`config.mk`:
```
export PLATFORM = sky130hd
export DESIGN_NAME = lavadora_programavel
export DESIGN_NICKNAME = d
export VERILOG_FILES = /design/src/rtl/lavadora_pkg.sv /design/src/rtl/lavadora_programavel_temporizador.sv /design/src/rtl/lavadora_programavel.sv
export SDC_FILE = /design/constraint.sdc
export NUM_CORES = 1
export LEC_CHECK = 0
export ABC_AREA = 0
export CORE_AREA = 2 2 60 57
export CTS_CLUSTER_SIZE = 24
export DETAILED_ROUTE_END_ITERATION = 12
export DIE_AREA = 0 0 62 59
export GPL_TIMING_DRIVEN = 0
export PLACE_DENSITY_LB_ADDON = 0.3
export REMOVE_ABC_BUFFERS = 1
export SLEW_MARGIN = 20
export SYNTH_ARGS = -nofsm -noshare
export SYNTH_HDL_FRONTEND = slang
export SYNTH_SLANG_ARGS = --single-unit
```
`constraint.sdc`:
```
create_clock -name clock -period 4.3 [get_ports clock]
set_input_delay 1.075 -clock clock [delete_from_list [all_inputs] [get_ports clock]]
set_output_delay 1.075 -clock clock [all_outputs]
set_load 0.01 [all_outputs]
```
`src/rtl/lavadora_pkg.sv`:
```
// Shared types for the programmable washer: state encoding and decoded output bundle.
package lavadora_pkg;

   localparam int unsigned ESTADO_W = 3;
   localparam int unsigned CICLO_W  = 4;

   typedef enum logic [ESTADO_W-1:0] {
      ESPERAR = 3'd0,
      ENCHER  = 3'd1,
      AGITAR  = 3'd2,
      DRENAR  = 3'd3,
      GIRAR   = 3'd4,
      FIM     = 3'd5
   } estado_t;

   typedef struct packed {
      logic valvula_agua;
      logic valvula_dreno;
      logic modo_agitar;
      logic modo_girar;
      logic trava_porta;
      logic concluido;
   } saidas_t;

   // Moore decode of the actuator outputs for a given state
   function automatic saidas_t decodificar(estado_t e);
      saidas_t s;
      s = '0;
      case (e)
         ENCHER:  s.valvula_agua  = 1'b1;
         AGITAR:  s.modo_agitar   = 1'b1;
         DRENAR:  s.valvula_dreno = 1'b1;
         GIRAR:   s.modo_girar    = 1'b1;
         FIM:     s.concluido     = 1'b1;
         default: s = '0;
      endcase
      s.trava_porta = (e != ESPERAR);
      return s;
   endfunction

endpackage

```
`src/rtl/lavadora_programavel_temporizador.sv`:
```
// Loadable down counter with enable; zero flag shared by the agitate and spin phases.
module temporizador #(
   parameter int unsigned TIMER_W = 8
) (
   input  logic               clock,
   input  logic               reset_n,
   input  logic               carregar,
   input  logic [TIMER_W-1:0] valor,
   input  logic               habilitar,
   output logic               zero_c
);

   logic [TIMER_W-1:0] contagem;

   always_ff @(posedge clock or negedge reset_n) begin
      if (!reset_n) begin
         contagem <= '0;
      end else if (carregar) begin
         contagem <= valor;
      end else if (habilitar && (contagem != '0)) begin
         contagem <= contagem - TIMER_W'(1);
      end
   end

   assign zero_c = (contagem == '0);

endmodule

```
`src/rtl/lavadora_programavel.sv`:
```
// Programmable washer controller: fill/agitate/drain cycles with optional final spin.
// Define LAVADORA_PAUSA_EN to build the pause/freeze feature; otherwise pausa is ignored.
module lavadora_programavel
   import lavadora_pkg::*;
#(
   parameter int unsigned N_CICLOS = 2,
   parameter int unsigned TIMER_W  = 8,
   parameter int unsigned T_AGITAR = 20,
   parameter int unsigned T_GIRAR  = 10
) (
   input  logic       clock,
   input  logic       reset_n,
   input  logic       inicio,
   input  logic       cheio,
   input  logic       vazio,
   input  logic       secar,
   input  logic       pausa,
   output logic       valvula_agua,
   output logic       valvula_dreno,
   output logic       modo_agitar,
   output logic       modo_girar,
   output logic       trava_porta,
   output logic       concluido,
   output logic [2:0] estado_atual,
   output logic [3:0] ciclo_atual
);

   localparam logic [CICLO_W-1:0] ULTIMO_CICLO = CICLO_W'(N_CICLOS - 1);
   localparam logic [TIMER_W-1:0] CARGA_AGITAR = TIMER_W'(T_AGITAR - 1);
   localparam logic [TIMER_W-1:0] CARGA_GIRAR  = TIMER_W'(T_GIRAR - 1);

   estado_t              estado;
   estado_t              estado_n;
   logic [CICLO_W-1:0]   ciclo;
   logic [CICLO_W-1:0]   ciclo_n;
   saidas_t              saidas_r;
   logic                 carregar_c;
   logic [TIMER_W-1:0]   valor_c;
   logic                 habilitar_c;
   logic                 zero_c;
   logic                 congelado_c;

`ifdef LAVADORA_PAUSA_EN
   // Freeze only while a wash is in progress; ESPERAR and FIM never hold
   assign congelado_c = pausa && (estado != ESPERAR) && (estado != FIM);
`else
   logic unused_pausa;
   assign unused_pausa = pausa;
   assign congelado_c  = 1'b0;
`endif

   temporizador #(
      .TIMER_W (TIMER_W)
   ) u_temporizador (
      .clock     (clock),
      .reset_n   (reset_n),
      .carregar  (carregar_c),
      .valor     (valor_c),
      .habilitar (habilitar_c),
      .zero_c    (zero_c)
   );

   // Next-state, cycle index and timer control; sensors are only looked at in their own state
   always_comb begin
      estado_n    = estado;
      ciclo_n     = ciclo;
      carregar_c  = 1'b0;
      valor_c     = '0;
      habilitar_c = 1'b0;
      if (!congelado_c) begin
         case (estado)
            ESPERAR: begin
               if (inicio) begin
                  estado_n = ENCHER;
                  ciclo_n  = '0;
               end
            end
            ENCHER: begin
               if (cheio) begin
                  estado_n   = AGITAR;
                  carregar_c = 1'b1;
                  valor_c    = CARGA_AGITAR;
               end
            end
            AGITAR: begin
               if (zero_c) estado_n = DRENAR;
               else        habilitar_c = 1'b1;
            end
            DRENAR: begin
               if (vazio) begin
                  if (ciclo < ULTIMO_CICLO) begin
                     estado_n = ENCHER;
                     ciclo_n  = ciclo + CICLO_W'(1);
                  end else if (secar) begin
                     estado_n   = GIRAR;
                     carregar_c = 1'b1;
                     valor_c    = CARGA_GIRAR;
                  end else begin
                     estado_n = FIM;
                  end
               end
            end
            GIRAR: begin
               if (zero_c) estado_n = FIM;
               else        habilitar_c = 1'b1;
            end
            FIM:     estado_n = ESPERAR;
            default: estado_n = ESPERAR;
         endcase
      end
   end

   // Outputs are decoded from the next state so they change on the same edge as the state
   always_ff @(posedge clock or negedge reset_n) begin
      if (!reset_n) begin
         estado   <= ESPERAR;
         ciclo    <= '0;
         saidas_r <= '0;
      end else begin
         estado   <= estado_n;
         ciclo    <= ciclo_n;
         saidas_r <= decodificar(estado_n);
      end
   end

   assign estado_atual = estado;
   assign ciclo_atual  = ciclo;
   assign trava_porta  = saidas_r.trava_porta;
   assign concluido    = saidas_r.concluido;

`ifdef LAVADORA_PAUSA_EN
   assign valvula_agua  = saidas_r.valvula_agua  & ~congelado_c;
   assign valvula_dreno = saidas_r.valvula_dreno & ~congelado_c;
   assign modo_agitar   = saidas_r.modo_agitar   & ~congelado_c;
   assign modo_girar    = saidas_r.modo_girar    & ~congelado_c;
`else
   assign valvula_agua  = saidas_r.valvula_agua;
   assign valvula_dreno = saidas_r.valvula_dreno;
   assign modo_agitar   = saidas_r.modo_agitar;
   assign modo_girar    = saidas_r.modo_girar;
`endif

endmodule

```
## After elaboration in Yosys (flattened, before gate mapping)

Cells that the tools add are included.

| storage, ports and cells | value |
|---|---|
| register bits after elaboration | 21 |
| input port bits | 7 |
| output and inout port bits | 13 |
| logic and storage cells | 64 |

| operators by class | value |
|---|---|
| $add $sub $neg | 2 |
| magnitude comparators | 1 |
| equal/unequal tests | 12 |
| muxes and demuxes | 31 |
| reduce and logical (&&, ||, !) cells | 9 |

Operators by type and width:

| cell | number |
|---|---|
| 4-bit 2-to-1 mux | 6 |
| 3-bit 2-to-1 mux | 6 |
| 8-bit 2-to-1 mux | 2 |
| 8-bit case mux with 2 select lines | 1 |
| 3-bit case mux with 5 select lines | 1 |
| 3-bit by 2-bit == test with 1-bit output (second input constant) | 4 |
| 1-bit 2-to-1 mux | 12 |
| 3-bit == test (second input constant) | 3 |
| 8-bit logical NOT | 1 |
| 4-bit case mux with 2 select lines | 1 |
| 8-bit nonzero test | 1 |
| 8-bit by 1-bit subtractor with 8-bit output (second input constant) | 1 |
| 3-bit by 1-bit == test with 1-bit output (second input constant) | 2 |
| 2-bit != test (second input constant) | 3 |
| 5-bit 2-to-1 mux | 1 |
| 4-bit by 1-bit adder with 4-bit output (second input constant) | 1 |
| 4-bit by 1-bit less-than comparator with 1-bit output (second input constant) | 1 |
| 4-bit AND reduction | 1 |
| 2-bit nonzero test | 2 |
| 3-bit logical NOT | 1 |
| 3-bit nonzero test | 1 |
| 1-bit case mux with 2 select lines | 1 |
| 2-bit OR reduction | 1 |
| 1-bit logical AND | 1 |

## Depth between registers and ports, before layout

| logic depth | value |
|---|---|
| depth in word-level cells | 6 |
| gate-level depth with buffers | 6 |
| gate-level depth less buffers | 6 |

## By module

From an unflattened synthesis, not the netlist that was laid out.

| unflattened totals | value |
|---|---|
| cells, all modules | 123 |
| area total of the unflattened synthesis | 1246.2 µm² |

By module, submodules not included:

| module | instances | cells an instance | area each (µm²) | sequential area each (µm²) |
|---|---|---|---|---|
| lavadora_programavel | 1 | 65 | 718.2 | 325.3 |
| temporizador | 1 | 58 | 528.0 | 200.2 |

## Worst setup path after synthesis

OpenSTA, ideal clock, no wires.

| path | value |
|---|---|
| path kind | input -> register |
| from | in inicio |
| to | reg ciclo[0], in the netlist ciclo_atual[0] |
| data arrival time | 2.054 ns |
| data required time | 4.175 ns |
| path slack | 2.122 ns |
| cell stages on the path | 3 |
| cells stage by stage | or3b_2 > a21oi_2 > mux2_2 |

| between the ends | value |
|---|---|
| word-level cells in the longest chain between the ends | 2 |

RTL lines:

| element | RTL line | text |
|---|---|---|
| from (decl) | lavadora_programavel.sv:13 | `input logic inicio,` |
| 2-bit != test (no line) | -- |  |
| 4-bit AND reduction (no line) | -- |  |
| to (signal assigned) | lavadora_programavel.sv:121 | `ciclo <= ciclo_n;` |
| to (decl) | lavadora_programavel.sv:34 | `logic [CICLO_W-1:0] ciclo;` |

No other way between the ends.
A chain may end at the register's enable or synchronous reset.

## Final worst setup path

| path | value |
|---|---|
| from | reg estado[0], in the netlist estado_atual[0] |
| to | out estado_atual[0] |

RTL lines:

| element | RTL line | text |
|---|---|---|
| from (decl) | lavadora_programavel.sv:32 | `estado_t estado;` |
| from (signal assigned) | lavadora_programavel.sv:120 | `estado <= estado_n;` |
| to (decl) | lavadora_programavel.sv:24 | `output logic [2:0] estado_atual,` |

No word-level cell between the ends.

==> impl_metrics.tcl <==
set metrics [dict create \
    fraction_of_the_cycle_the_final_worst_path_needs_pct 60.9 \
    postRouteWirelength_um 2410 \
    synth-edff-count 0 \
    cts_setup_buffers 0 \
    dp.final_hpwl_um 1840 \
    timing_worst_setup_path_type "flip-flop to primary output" \
    netlist.area_leader.share_pct 45.4 \
    first_iter_violations 10 \
    total_leakage_power_nw 0.579 \
    met3_routing_resource_usage_after_global_routing_pct 3.28 \
    synth_async_sr_flop_share_pct 100 \
    power.share.sequential_pct 40.4 \
    nets 142 \
    fill_cells 275 \
    start_util_pct 38.9 \
    floorplan.die.width_um 62 \
    worst_hold_path_type "flip-flop to flip-flop" \
    power.internal_mw 0.486 \
    fmax_mhz 382 \
    drt-vias-per-instance 5.14 \
    ordered_list_of_cells_on_the_worst_path "clkdlybuf4s50_1" \
    number_of_global_route_vias_before_repair 915 \
    net-switching-power_mw 0.337 \
    synth.top_cells.by_area "sky130_fd_sc_hd__dfrtp_1 45%, sky130_fd_sc_hd__ha_1 4.3%, sky130_fd_sc_hd__inv_1 3.9%" \
    syn_area_per_cell_um2 10.4 \
    critical-path-top-delay-family "flip-flops" \
    clockRootBuffer "sky130_fd_sc_hd__clkbuf_4" \
    yosys_warnings 0 \
    ys_dominant_reg_cell "sky130_fd_sc_hd__dfrtp_1" \
    detail-route-antenna-nets 0 \
    ctsLongestPathBuffers 2 \
    share_clk_of_total_power_pct 11.3 \
    endpoint_kind "primary output" \
    met1_track_demand_over_resource_pct 21.1 \
    global_route.overflow_total 0 \
    layout-area-overhead-vs-synth_pct 20.6 \
    n_antenna_cell 0 \
    grt_setup_unrepaired "no" \
    timing.critical_path.from_type "flip-flop" \
    skew_ps 0.728 \
    final.setup.tns_ps 0 \
    area_occupied_by_multi_input_gates_um2 572 \
    rows 19 \
    placement.io_buffers 18 \
    global_route.peak_usage_layer "met2" \
    clock_latency_ps 290 \
    drive_above_1_share_pct 16.2 \
    arrival_ps 1540 \
    floorplan.die_area_mm2 0.00366 \
    critical_path.reg2reg.startpoint "u_temporizador.contagem[0]" \
    worst_pin_slew_ps 850 \
    grtUsageMet2_pct 24.1 \
    whs_path_depth 1 \
    design.core.area_mm2 0.00297 \
    critPathBufInv 1 \
    ir_drop_mv 0.283 \
    run_status "finished clean" \
    power_frac_comb_pct 48.3 \
    r2r_end "u_temporizador.contagem[3]" \
    final-max-slew-violation-count 0 \
    grt_start_max_net_pins 22 \
    report.final.setup_viol 0 \
    final_hold_viol_count 0 \
    groute.usage.overall_pct 15.5 \
    synth-seq-area-share_pct 45.4 \
    power.share.switching_pct 40.9 \
    reg2reg_depth 6 \
    synth_common_cells "21 x sky130_fd_sc_hd__dfrtp_1, 12 x sky130_fd_sc_hd__inv_1, 8 x sky130_fd_sc_hd__nor2_1, 7 x sky130_fd_sc_hd__nand2_1, 6 x sky130_fd_sc_hd__nand3_1" \
    postLayoutCoreUtil_pct 47.0 \
    worst_path_largest_cell_delay_ps 620 \
    post_synthesis_cell_type_with_the_largest_combined_area "sky130_fd_sc_hd__dfrtp_1" \
    storage_element_area_um2 526 \
    max_cap_violations 0 \
    clock-sinks 21 \
    critical_path_fanouts_max 15 \
    critical-path-slowest-cell "sky130_fd_sc_hd__dfrtp_1" \
    drc 0 \
    synth_seq_cells 21 \
    io_pins 20 \
    antenna_found_initial 0 \
    post_cts.resized_instances 0 \
    finalWorstPathRequiredPeriod_ps 2620 \
    yosysUniqueCellTypes 43 \
    min_delay_worst_endpoint "u_temporizador.contagem[6]" \
    timing.slew.headroom_pct 43.2 \
    gp_routability_congestion 0.785 \
    r2r_slack_ps 2100 \
    vias 884 \
    cts-buffers-inserted 3 \
    global_route_wire_length_before_repair_um 4200 \
    clock_tree.htree_level_count 1 \
    syn-cell-area_mm2 0.00116 \
    syn_inst 111 \
    power-per-cell-area_mw_per_mm2 589 \
    hold_buffers 0 \
    fp.dieH_um 59 \
    tritoncts "done" \
    crit_required_ps 3220 \
    tritonroute_pass_1_iters 4 \
    hold_path_startpoint "u_temporizador.contagem[6]" \
    worst_setup_hold_path_clk_slew_ps 110 \
    wl_per_cell_um 14.0 \
    yosys.cell_count.top_type "sky130_fd_sc_hd__dfrtp_1" \
]
power groups by stage:
stage               sequential, mW  clock [mW]  combinational [mW]
floorplan                    0.335           0               0.248
global placement             0.333           0               0.386
detailed placement           0.336           0               0.402
CTS                          0.332      0.0972               0.403
finish                       0.333      0.0928               0.397
global route                 0.345       0.107               0.444
per-stage QoR:
stage | instance area [um2] | instances | power, mW | setup slack, ps | hold WS [ps]
2_1_floorplan | 1140 | 108 | 0.583 | 2120 | 480
3_5_place_dp | 1380 | 168 | 0.738 | 1600 | 540
4_1_cts | 1400 | 172 | 0.832 | 1670 | 564
6_report | 1400 | 172 | 0.823 | 1680 | 550
5_1_grt | 1400 | 172 | 0.896 | 1590 | 586
3_3_place_gp | 1380 | 168 | 0.719 | 1620 | 518
worst max-delay path by stage:
stage                          from              end  slack [ps]  cells after the start
floorplan                    inicio   ciclo_atual[0]        2120                      3
global placement             inicio   ciclo_atual[0]        1620                      4
detailed placement           inicio   ciclo_atual[0]        1600                      4
CTS                 estado_atual[0]  estado_atual[0]        1670                      1
global route        estado_atual[0]  estado_atual[0]        1590                      1
finish              estado_atual[0]  estado_atual[0]        1680                      1
cell type report:
| cell class | instances | share of cell area [%] |
|---|---|---|
| multi-input combinational | 75 | 40.9 |
| sequential | 21 | 37.6 |
| timing repair buffer | 18 | 12.5 |
| tap | 42 | 3.76 |
| inverter | 12 | 3.23 |
| clock buffer | 4 | 1.88 |
registers in the layout (all words and copies together) (netlist names):
register                 count
ciclo_atual                  4
concluido                    1
estado_atual                 3
modo_agitar                  1
modo_girar                   1
trava_porta                  1
u_temporizador.contagem      8
valvula_agua                 1
valvula_dreno                1
placed cells by master (no fill, tap or decap), types with 2 or more instances in the layout:
cell,synthesis,final
sky130_fd_sc_hd__dfrtp_1,21,21
sky130_fd_sc_hd__clkdlybuf4s50_1,0,17
sky130_fd_sc_hd__inv_1,12,12
sky130_fd_sc_hd__nor2_1,8,8
sky130_fd_sc_hd__nand2_1,7,7
sky130_fd_sc_hd__nand3_1,6,6
sky130_fd_sc_hd__ha_1,4,4
sky130_fd_sc_hd__nor3b_1,3,3
sky130_fd_sc_hd__or3b_2,3,3
sky130_fd_sc_hd__o21ai_0,3,3
sky130_fd_sc_hd__nor3_1,3,3
sky130_fd_sc_hd__xnor2_1,3,3
sky130_fd_sc_hd__clkbuf_4,0,3
sky130_fd_sc_hd__and3b_1,2,2
sky130_fd_sc_hd__nand2b_1,2,2
sky130_fd_sc_hd__and2_1,2,2
sky130_fd_sc_hd__a211oi_1,2,2
sky130_fd_sc_hd__or2_2,2,2
kinds of logic (layout without fill, tap and decap cells):
family | Yosys count | in the layout | synth area share, %
compound gates | 20 | 20 | 16.0
xor+xnor | 4 | 4 | 3.68
fa+ha+maj | 4 | 4 | 4.32
buf+inv | 15 | 34 | 5.19
flops | 21 | 21 | 45.4
mux | 2 | 2 | 1.84
simple gates | 45 | 45 | 23.6
metal layers:
metal  share of wire, %  wire length, um  vias to the layer above
met2                 51             1240                        9
met1                 45             1090                      444
met5                  0                0                        -
met4                1.0               24                        0
met3                2.5               61                        2
li1                   -                -                      429
Power figures use the tool's default switching activity.
